===== config.mk =====
export PLATFORM = sky130hd
export DESIGN_NAME = div_signed_seq_flat
export DESIGN_NICKNAME = d
export VERILOG_FILES = /design/src/rtl/div_signed_seq_pkg.sv /design/src/rtl/div_signed_seq_if.sv /design/src/rtl/div_signed_seq_sign_mag_conv.sv /design/src/rtl/div_signed_seq.sv /design/src/flat_wrapper.sv
export SDC_FILE = /design/constraint.sdc
export NUM_CORES = 1
export LEC_CHECK = 0
export ABC_AREA = 1
export BUFFER_PORTS_ARGS = -buffer_cell sky130_fd_sc_hd__buf_2
export CAP_MARGIN = 0
export CORE_MARGIN = 4
export CORE_UTILIZATION = 53
export DETAILED_ROUTE_END_ITERATION = 8
export MAX_ROUTING_LAYER = met4
export PLACE_DENSITY = 0.87
export SETUP_SLACK_MARGIN = 0.2
export SYNTH_ARGS = -nofsm -noshare
export SYNTH_HDL_FRONTEND = slang
export SYNTH_SLANG_ARGS = --single-unit

===== constraint.sdc =====
create_clock -name clk -period 1.8 [get_ports clk]
set_input_delay 0.36 -clock clk [delete_from_list [all_inputs] [get_ports clk]]
set_output_delay 0.36 -clock clk [all_outputs]
set_load 0.1 [all_outputs]

===== src/rtl/div_signed_seq_pkg.sv =====
// Shared types and helpers for the sequential signed divider.
package div_signed_pkg;

    typedef enum logic [1:0] {
        IDLE,
        CALC,
        FIX,
        DONE
    } state_t;

    localparam int DEF_N = 8;
    localparam int CNT_W = $clog2(DEF_N);

    // Two's-complement negate of the low w bits of x; upper bits are cleared.
    function automatic logic [63:0] neg2c(input logic [63:0] x, input int w);
        logic [63:0] mask;
        mask = (w >= 64) ? '1 : ((64'd1 << w) - 64'd1);
        return (~x + 64'd1) & mask;
    endfunction

endpackage


===== src/rtl/div_signed_seq_if.sv =====
// Handshake and operand/result bundle for div_signed_seq.
interface div_signed_seq_if #(
    parameter int N = 8,
    parameter int M = N
);
    logic         start;
    logic [N-1:0] A;
    logic [M-1:0] B;
    logic         busy;
    logic         done;
    logic [N-1:0] Q;
    logic [M-1:0] R;
    logic         dbz;

    modport master (
        output start, A, B,
        input  busy, done, Q, R, dbz
    );

    modport slave (
        input  start, A, B,
        output busy, done, Q, R, dbz
    );
endinterface


===== src/rtl/div_signed_seq_sign_mag_conv.sv =====
// Conditional two's-complement negation: y = s ? -x : x (mod 2^W).
module sign_mag_conv
    import div_signed_pkg::*;
#(
    parameter int W = 8
) (
    input  logic [W-1:0] x,
    input  logic         s,
    output logic [W-1:0] y
);

    // Negate when the sign input is set, pass through otherwise.
    always_comb begin
        y = s ? W'(neg2c(64'(x), W)) : x;
    end

endmodule


===== src/rtl/div_signed_seq.sv =====
// Sequential signed divider: magnitude conversion, restoring shift-subtract
// (one quotient bit per clock), then sign fix-up of quotient and remainder.
module div_signed_seq
    import div_signed_pkg::*;
#(
    parameter int N = 8,
    parameter int M = N
) (
    input  logic            clk,
    input  logic            rst_n,
    div_signed_seq_if.slave bus
);

    localparam int CW = $clog2(N);

    state_t         state, state_nx;
    logic [N-1:0]   dvd;      // dividend bits shifting out, quotient bits shifting in
    logic [M-1:0]   prem;     // partial remainder; always < |B| so M bits suffice
    logic [M-1:0]   mag_b;
    logic [M-1:0]   a_low;
    logic [CW-1:0]  cnt;
    logic           sign_q;
    logic           sign_r;
    logic           dbz_pend;

    logic [N-1:0]   abs_a;
    logic [M-1:0]   abs_b;
    logic [N-1:0]   q_fix;
    logic [M-1:0]   r_fix;
    logic [M:0]     p_sh;
    logic [M:0]     trial;

    sign_mag_conv #(.W(N)) u_abs_a (.x(bus.A),  .s(bus.A[N-1]), .y(abs_a));
    sign_mag_conv #(.W(M)) u_abs_b (.x(bus.B),  .s(bus.B[M-1]), .y(abs_b));
    sign_mag_conv #(.W(N)) u_fix_q (.x(dvd),    .s(sign_q),     .y(q_fix));
    sign_mag_conv #(.W(M)) u_fix_r (.x(prem),   .s(sign_r),     .y(r_fix));

    // Shift {P, dividend} left one place and trial-subtract the divisor magnitude.
    always_comb begin
        p_sh  = {prem, dvd[N-1]};
        trial = p_sh - {1'b0, mag_b};
    end

    // State register.
    always_ff @(posedge clk or negedge rst_n) begin
        if (!rst_n) begin
            state <= IDLE;
        end else begin
            state <= state_nx;
        end
    end

    // Next-state decode and status outputs.
    always_comb begin
        state_nx = state;
        bus.busy = 1'b0;
        bus.done = 1'b0;
        unique case (state)
            IDLE: begin
                if (bus.start) begin
                    state_nx = (bus.B == '0) ? FIX : CALC;
                end
            end
            CALC: begin
                bus.busy = 1'b1;
                if (cnt == CW'(N - 1)) begin
                    state_nx = FIX;
                end
            end
            FIX: begin
                bus.busy = 1'b1;
                state_nx = DONE;
            end
            DONE: begin
                bus.done = 1'b1;
                state_nx = IDLE;
            end
            default: state_nx = IDLE;
        endcase
    end

    // Operand capture, shift-subtract iteration and result registration.
    always_ff @(posedge clk or negedge rst_n) begin
        if (!rst_n) begin
            dvd      <= '0;
            prem     <= '0;
            mag_b    <= '0;
            a_low    <= '0;
            cnt      <= '0;
            sign_q   <= 1'b0;
            sign_r   <= 1'b0;
            dbz_pend <= 1'b0;
            bus.Q    <= '0;
            bus.R    <= '0;
            bus.dbz  <= 1'b0;
        end else begin
            unique case (state)
                IDLE: begin
                    if (bus.start) begin
                        dvd      <= abs_a;
                        mag_b    <= abs_b;
                        a_low    <= bus.A[M-1:0];
                        sign_q   <= bus.A[N-1] ^ bus.B[M-1];
                        sign_r   <= bus.A[N-1];
                        dbz_pend <= (bus.B == '0);
                        prem     <= '0;
                        cnt      <= '0;
                    end
                end
                CALC: begin
                    dvd  <= {dvd[N-2:0], ~trial[M]};
                    prem <= trial[M] ? p_sh[M-1:0] : trial[M-1:0];
                    cnt  <= cnt + CW'(1);
                end
                FIX: begin
                    if (dbz_pend) begin
                        bus.Q   <= '1;
                        bus.R   <= a_low;
                        bus.dbz <= 1'b1;
                    end else begin
                        bus.Q   <= q_fix;
                        bus.R   <= r_fix;
                        bus.dbz <= 1'b0;
                    end
                end
                default: ;
            endcase
        end
    end

endmodule


===== src/flat_wrapper.sv =====
// flat-port wrapper written by rule: the top's interface ports become plain ports
module div_signed_seq_flat import div_signed_pkg::*;
#(
    parameter int N = 8,
    parameter int M = N
)
  (clk, rst_n, bus_start, bus_A, bus_B, bus_busy, bus_done, bus_Q, bus_R, bus_dbz);
  div_signed_seq_if #(.N(N), .M(M)) bus_i ();
  input  logic clk;
  input  logic rst_n;
  input wire logic [$bits(bus_i.start)-1:0] bus_start;
  input wire logic [$bits(bus_i.A)-1:0] bus_A;
  input wire logic [$bits(bus_i.B)-1:0] bus_B;
  output wire logic [$bits(bus_i.busy)-1:0] bus_busy;
  output wire logic [$bits(bus_i.done)-1:0] bus_done;
  output wire logic [$bits(bus_i.Q)-1:0] bus_Q;
  output wire logic [$bits(bus_i.R)-1:0] bus_R;
  output wire logic [$bits(bus_i.dbz)-1:0] bus_dbz;
  assign bus_i.start = bus_start;
  assign bus_i.A = bus_A;
  assign bus_i.B = bus_B;
  assign bus_busy = bus_i.busy;
  assign bus_done = bus_i.done;
  assign bus_Q = bus_i.Q;
  assign bus_R = bus_i.R;
  assign bus_dbz = bus_i.dbz;
  div_signed_seq #(.N(N), .M(M)) u_core (.clk(clk), .rst_n(rst_n), .bus(bus_i));
endmodule

# After elaboration in Yosys (flattened, before gate mapping)
# Cells that the tools add are included.
[word_totals] reg_bits=57 latch_bits=0 ramBits=0 romBits=0 in_bits=19 out_inout_bits=19 wordCells=57 n_memories=0
[op_classes] add_sub_neg=6 n_mul=0 div_mod_pow=0 order_cmp=0 n_eq_ne=6 shift=0 muxes=20 n_bitwise=6 n_reduce_logical=7
[ops] operator="8-bit two-way mux" n=9
[ops] operator="8-bit by 1-bit adder with 8-bit output (second input constant)" n=4
[ops] operator="8-bit inverter" n=4
[ops] operator="8-bit case mux with 2 select lines" n=2
[ops] operator="9-bit by 8-bit subtractor with 9-bit output" n=1
[ops] operator="8-bit logical NOT" n=1
[ops] operator="2-bit case mux with 4 select lines" n=1
[ops] operator="2-bit two-way mux" n=3
[ops] operator="3-bit case mux with 2 select lines" n=1
[ops] operator="2-bit AND reduction" n=3
[ops] operator="2-bit == test (second input constant)" n=2
[ops] operator="3-bit by 1-bit adder with 3-bit output (second input constant)" n=1
[ops] operator="3-bit == test (second input constant)" n=1
[ops] operator="1-bit two-way mux" n=3
[ops] operator="3-bit two-way mux" n=1
[ops] operator="2-bit by 1-bit == test with 1-bit output (second input constant)" n=1
[ops] operator="2-bit logical NOT" n=1
[ops] operator="2-bit by 1-bit inequality test with 1-bit output (second input constant)" n=1
[ops] operator="2-bit inequality test (second input constant)" n=1
[ops] operator="2-bit nonzero test" n=1
[ops] operator="2-bit OR reduction" n=1
[ops] operator="1-bit inverter" n=1
[ops] operator="1-bit bitwise XOR" n=1

# Depth between registers and ports, before layout
[logic_depth] word_depth=5 ltp_mapped=13

# Modules after synthesis
# Synthesis repeated with hierarchy kept, for this count alone.
[hier_totals] hier_cells=531 hier_area_um2=3756.1
[modules_own_cells] mod="div_signed_seq" instances=1 cells_each=375 area_each_um2=2975.4 seq_area_each_um2=1401.3
[modules_own_cells] mod="sign_mag_conv" instances=4 cells_each=39 area_each_um2=195.2 seq_area_each_um2=0.0

# Worst setup path after synthesis
# Ideal clock, no wire load.
[synth_timing] path_type="register -> register" startpoint="reg u_core.dvd[7]" endpoint="reg u_core.dvd[0]" setup_time_ns=0.120 arrival_time_ns=1.698 t_required_ns=1.680 path_slack_ns=-0.018 path_stages_with_launch=13 path_buffers=0 cell_sequence="dfrtp_1 inv_1 ha_1 inv_1 fa_1 nand2_2 nand2_4 nand3_4 nand2_4 nand2_4 nand2_4 o21ai_1 nand2_1"
[synth_between] elab_chain_len=3
[synth_lines] element="from (decl)" line_no="div_signed_seq.sv:17" source="logic [N-1:0] dvd;"
[synth_lines] element="from (signal assigned)" line_no="div_signed_seq.sv:100" source="dvd <= abs_a;"
[synth_lines] element="from (signal assigned)" line_no="div_signed_seq.sv:111" source="dvd <= {dvd[N-2:0], ~trial[M]};"
[synth_lines] element="9-bit by 8-bit subtractor with 9-bit output" line_no="div_signed_seq.sv:41" source="trial = p_sh - {1'b0, mag_b};"
[synth_lines] element="1-bit inverter" line_no="div_signed_seq.sv:111"
[synth_lines] element="8-bit case mux with 2 select lines" line_no="div_signed_seq.sv:97" source="unique case (state)"
# No other way between the ends.
# A chain may end at the register's enable or synchronous reset.

# Final worst setup path
[layout_timing] startpoint="reg u_core.dvd[7]" endpoint="reg u_core.prem[3]"
[layout_between] elab_chain_len=3
[layout_lines] element="9-bit by 8-bit subtractor with 9-bit output" line_no="div_signed_seq.sv:41"
[layout_lines] element="8-bit two-way mux" line_no="div_signed_seq.sv:112" source="prem <= trial[M] ? p_sh[M-1:0] : trial[M-1:0];"
[layout_lines] element="8-bit case mux with 2 select lines" line_no="div_signed_seq.sv:97"
[layout_lines] element="to (signal assigned)" line_no="div_signed_seq.sv:112"
[layout_lines] element="to (decl)" line_no="div_signed_seq.sv:18" source="logic [M-1:0] prem;"
# No other way between the ends.

==> summary.md <==
| Metric | Value |
|---|---|
| Clock transition at path regs | between 100 and 150 ps |
| Non-filler cells, final | 614 |
| Critical path arrival | around 2100 ps |
| Synth cell types | 39 |
| Crit path required time | 2020 ps |
| CTS Hold Bufs | 0 |
| Num CTS Buffers | 5 |
| Synth area leader | dfrtp_1 |
| Reg2reg path depth | 12 |
| Longest Clk Path Bufs | 2 |
| Critical Path Sink | u_core.prem[3] |
| CTS tree | done |
| Std-Cell Rows | 29 |
| Die ar. | between 8000 and 9000 um2 |
| Detailed Route WL | between 9 and 10 mm |
| Gpl congestion | 0.913 |
| Max incr delay on CP | slightly above 400 ps |
| CP max stage cell | dfrtp_1 |
| Fill cells | about 520 |
| Placed insts | 586 |
| Met1 usage | a little under a third |
| Setup crit start | u_core.dvd[7] |
| Worst-margin pin slew | approximately 500 ps |
| Outcome | finished, violations left |
| Antenna diode count | 0 |
| Register Area | approximately 1400 um2 |
| Chip height | 89.9 um |
| Syn Inst Count | around 470 |
| Routed vias | approximately 3.4k |
| Skew-Pair Late Insertion Delay | slightly above 300 ps |
| Final worst path period share | 102% |
| DR vias/cell | 5.50 |
| I/O Pins | 38 |
| Final setup violation count | 8 |
| Fraction of registers with async set/reset | between 90% and 100% |
| Post-synthesis cell area | roughly 3600 um2 |
| Worst-path cell chain | inv_2 > ha_4 > inv_4 > fa_2 > nand2_2 > nand2_4 > nand3_4 > nand3_4 > nand2_8 > nand2_1 > nand3_1 > nand2_1 |
| RSZ-0062 raised after global routing | true |
| CTS sink count | 56 |
| Layout Nets | 574 |
| Synth Warn # | 0 |
| Slew HR | 67.1% |
| Avg Inst Size Synth | 7.49 um2 |
| Final WS setup | -33.8 ps |
| Die width | ~90 um |
| Violated checks | negative setup slack |
| Min cycle time layout | roughly 1800 ps |
| Setup_tns | -160 ps |
| Gr usage total | about a quarter |
| Iteration-0 DRC Markers | ~330 |
| Final Slew Violations | 0 |
| Max FO, Critical Path | 7 |
| Met3 global-route usage | ~3.5% |
| Area occupied by multi-input gates | approximately 2000 um2 |
| Kind of critical path | reg -> reg |
| Worst Hold Class | in -> async |
| Clk root buf | clkbuf_8 |
| DRC | 0 |
| Max-Cap Viols | 0 |
| Vias in the first global route | approximately 3.2k |
| Nature of the critical path startpoint | flop |
| Initial antenna violation count | 0 |
| Gr busiest metal | met2 |
| Post-synthesis sequential area ratio | 39.5% |
| Fin. Hold Viols | 0 |
| GR Util met2 | about 39% |
| Critical Path End Type | flop |
| Synth top area share | between 30% and 40% |
| Post-synthesis register bit count | between 50 and 60 |
| Detail Route Antenna Nets | 0 |
| Post-synth EDFFs | 0 |
| Setup Skew | between 7 and 8 ps |
| Largest net degree at the start of global routing | 57 |
| Core ar. | about 6400 um2 |
| Pre-antenna DRT Iters | 7 |
| Total grt overflow | 0 |
| DR WL/cell | between 15 and 20 um |
| Post-layout util | 66.8% |
| Reg-to-Reg End | u_core.prem[3] |
| CTS H-tree lvls | 2 |
| R2r setup slk | -30 ps |
| Initial Util | 55.3% |
| Top area cells in the synthesized netlist | dfrtp_1, nand2_1, inv_1 |
| Post-Synthesis Net Count | just over 500 |
| PortBufs | 37 |
| Area growth, synth to finish | 20.7% |
| R2r startpoint | u_core.dvd[7] |
| Global-route wire length before repair | approximately 15 mm |
| DPL Wire Length | around 6.4 mm |
| FMAX | around 0.55 GHz |
| Share of post-route cells with drive strength above 1 | a little under a quarter |
| Synth Flop Type | dfrtp_1 |
-- state kept, by name (all words and copies together), names as in the netlist --
signal / count
u_core.state: 2
u_core.dbz_pend: 1
u_core.mag_b: 8
u_core.cnt: 3
u_core.bus.Q: 8
u_core.bus.R: 8
u_core.prem: 8
u_core.dvd: 8
u_core.a_low: 8
u_core.sign_q: 1
u_core.bus.dbz: 1
-- critical path: cells and delay by family, from the launching register on --
kind / cells / cell delay (ps)
DFF: 1 / 410
adders and majority gates: 2 / 480
buffers and inverters: 2 / 110
and+or+nand+nor: 8 / 730
-- through the flow --
stage	cell area [um2]	worst slack (ps)	hold WS, ps
finish	4290	-33.8	13.5
global route	4290	-112	48.6
CTS	4110	-1.27	32.2
detailed placement	3900	-27.6	379
global placement	3900	64.6	375
floorplan	3570	95.3	64.4
-- per-layer routing --
layer	routed length (um)	up-vias
li1	-	1645
met3	598	17
met1	3940	1571
met5	0	-
met4	187	0
met2	4500	142
-- kinds of logic after synthesis --
group	after synthesis	share of synthesized area (%)
AO/OA/AOI/OAI	77	12.6
XOR/XNOR	13	3.21
adder cells (fa/ha/maj)	19	6.90
buffers and inverters	82	9.23
flip-flops	56	39.5
AND/OR/NAND/NOR	227	28.6
-- cell usage after synthesis (all sizes together), types with 2 or more instances --
cell      n
nand4     3
o211ai    4
nor2     28
a22o      2
a31oi     3
nand3    44
nor3      2
dfrtp    56
xnor2     3
or2       4
clkbuf    6
xor2     10
nand3b    4
buf       9
a22oi     2
o21ai    42
a21oi    20
nand2   142
ha       18
inv      66
-- worst min-delay path by stage --
stage / start / endpoint / slack, ps / cells past startpoint
after floorplan: rst_n / u_core.a_low[0] / 60 / 0
after global placement: rst_n / u_core.bus.Q[5] / 370 / 2
after detailed placement: rst_n / u_core.bus.Q[0] / 380 / 2
after CTS: rst_n / u_core.bus.Q[0] / 30 / 2
after global routing: rst_n / u_core.bus.Q[7] / 50 / 2
final: rst_n / u_core.bus.Q[0] / 10 / 2
-- final cells by class --
| type | instances | area share, % |
|---|---|---|
| clock buffers | 5 | 1.60 |
| clock inverters | 3 | 0.525 |
| inverters | 67 | 6.04 |
| multi-input cells | 338 | 46.0 |
| flip-flops and latches | 56 | 32.7 |
| well taps | 77 | 2.25 |
| repair buffers | 66 | 10.7 |
| repair inverters | 2 | 0.233 |
-- what timing repair did --
item	in CTS	in global routing
endpoints found under the setup margin	16	18
pin swaps	5	6
cloned	2	2
setup buffers	7	9
resized for setup	10	27
-- cells in the final DEF, fill, tap and decap left out, types with 4 or more instances in the layout --
cell      instances
o211ai_1          4
nand3_1          39
inv_2            10
buf_4            25
xor2_1           10
inv_1            54
ha_4              5
buf_2            35
a21oi_1          15
nand3b_1          4
ha_1             12
nor2_1           26
nand2_1         133
a21oi_2           4
nand2_2           5
dfrtp_1          54
o21ai_0          35
nand3_2           4
clkbuf_8          5
o21ai_1           4
Power is not shown: default switching activity piles up to over one toggle a cycle in this logic, so the estimate is an artifact.
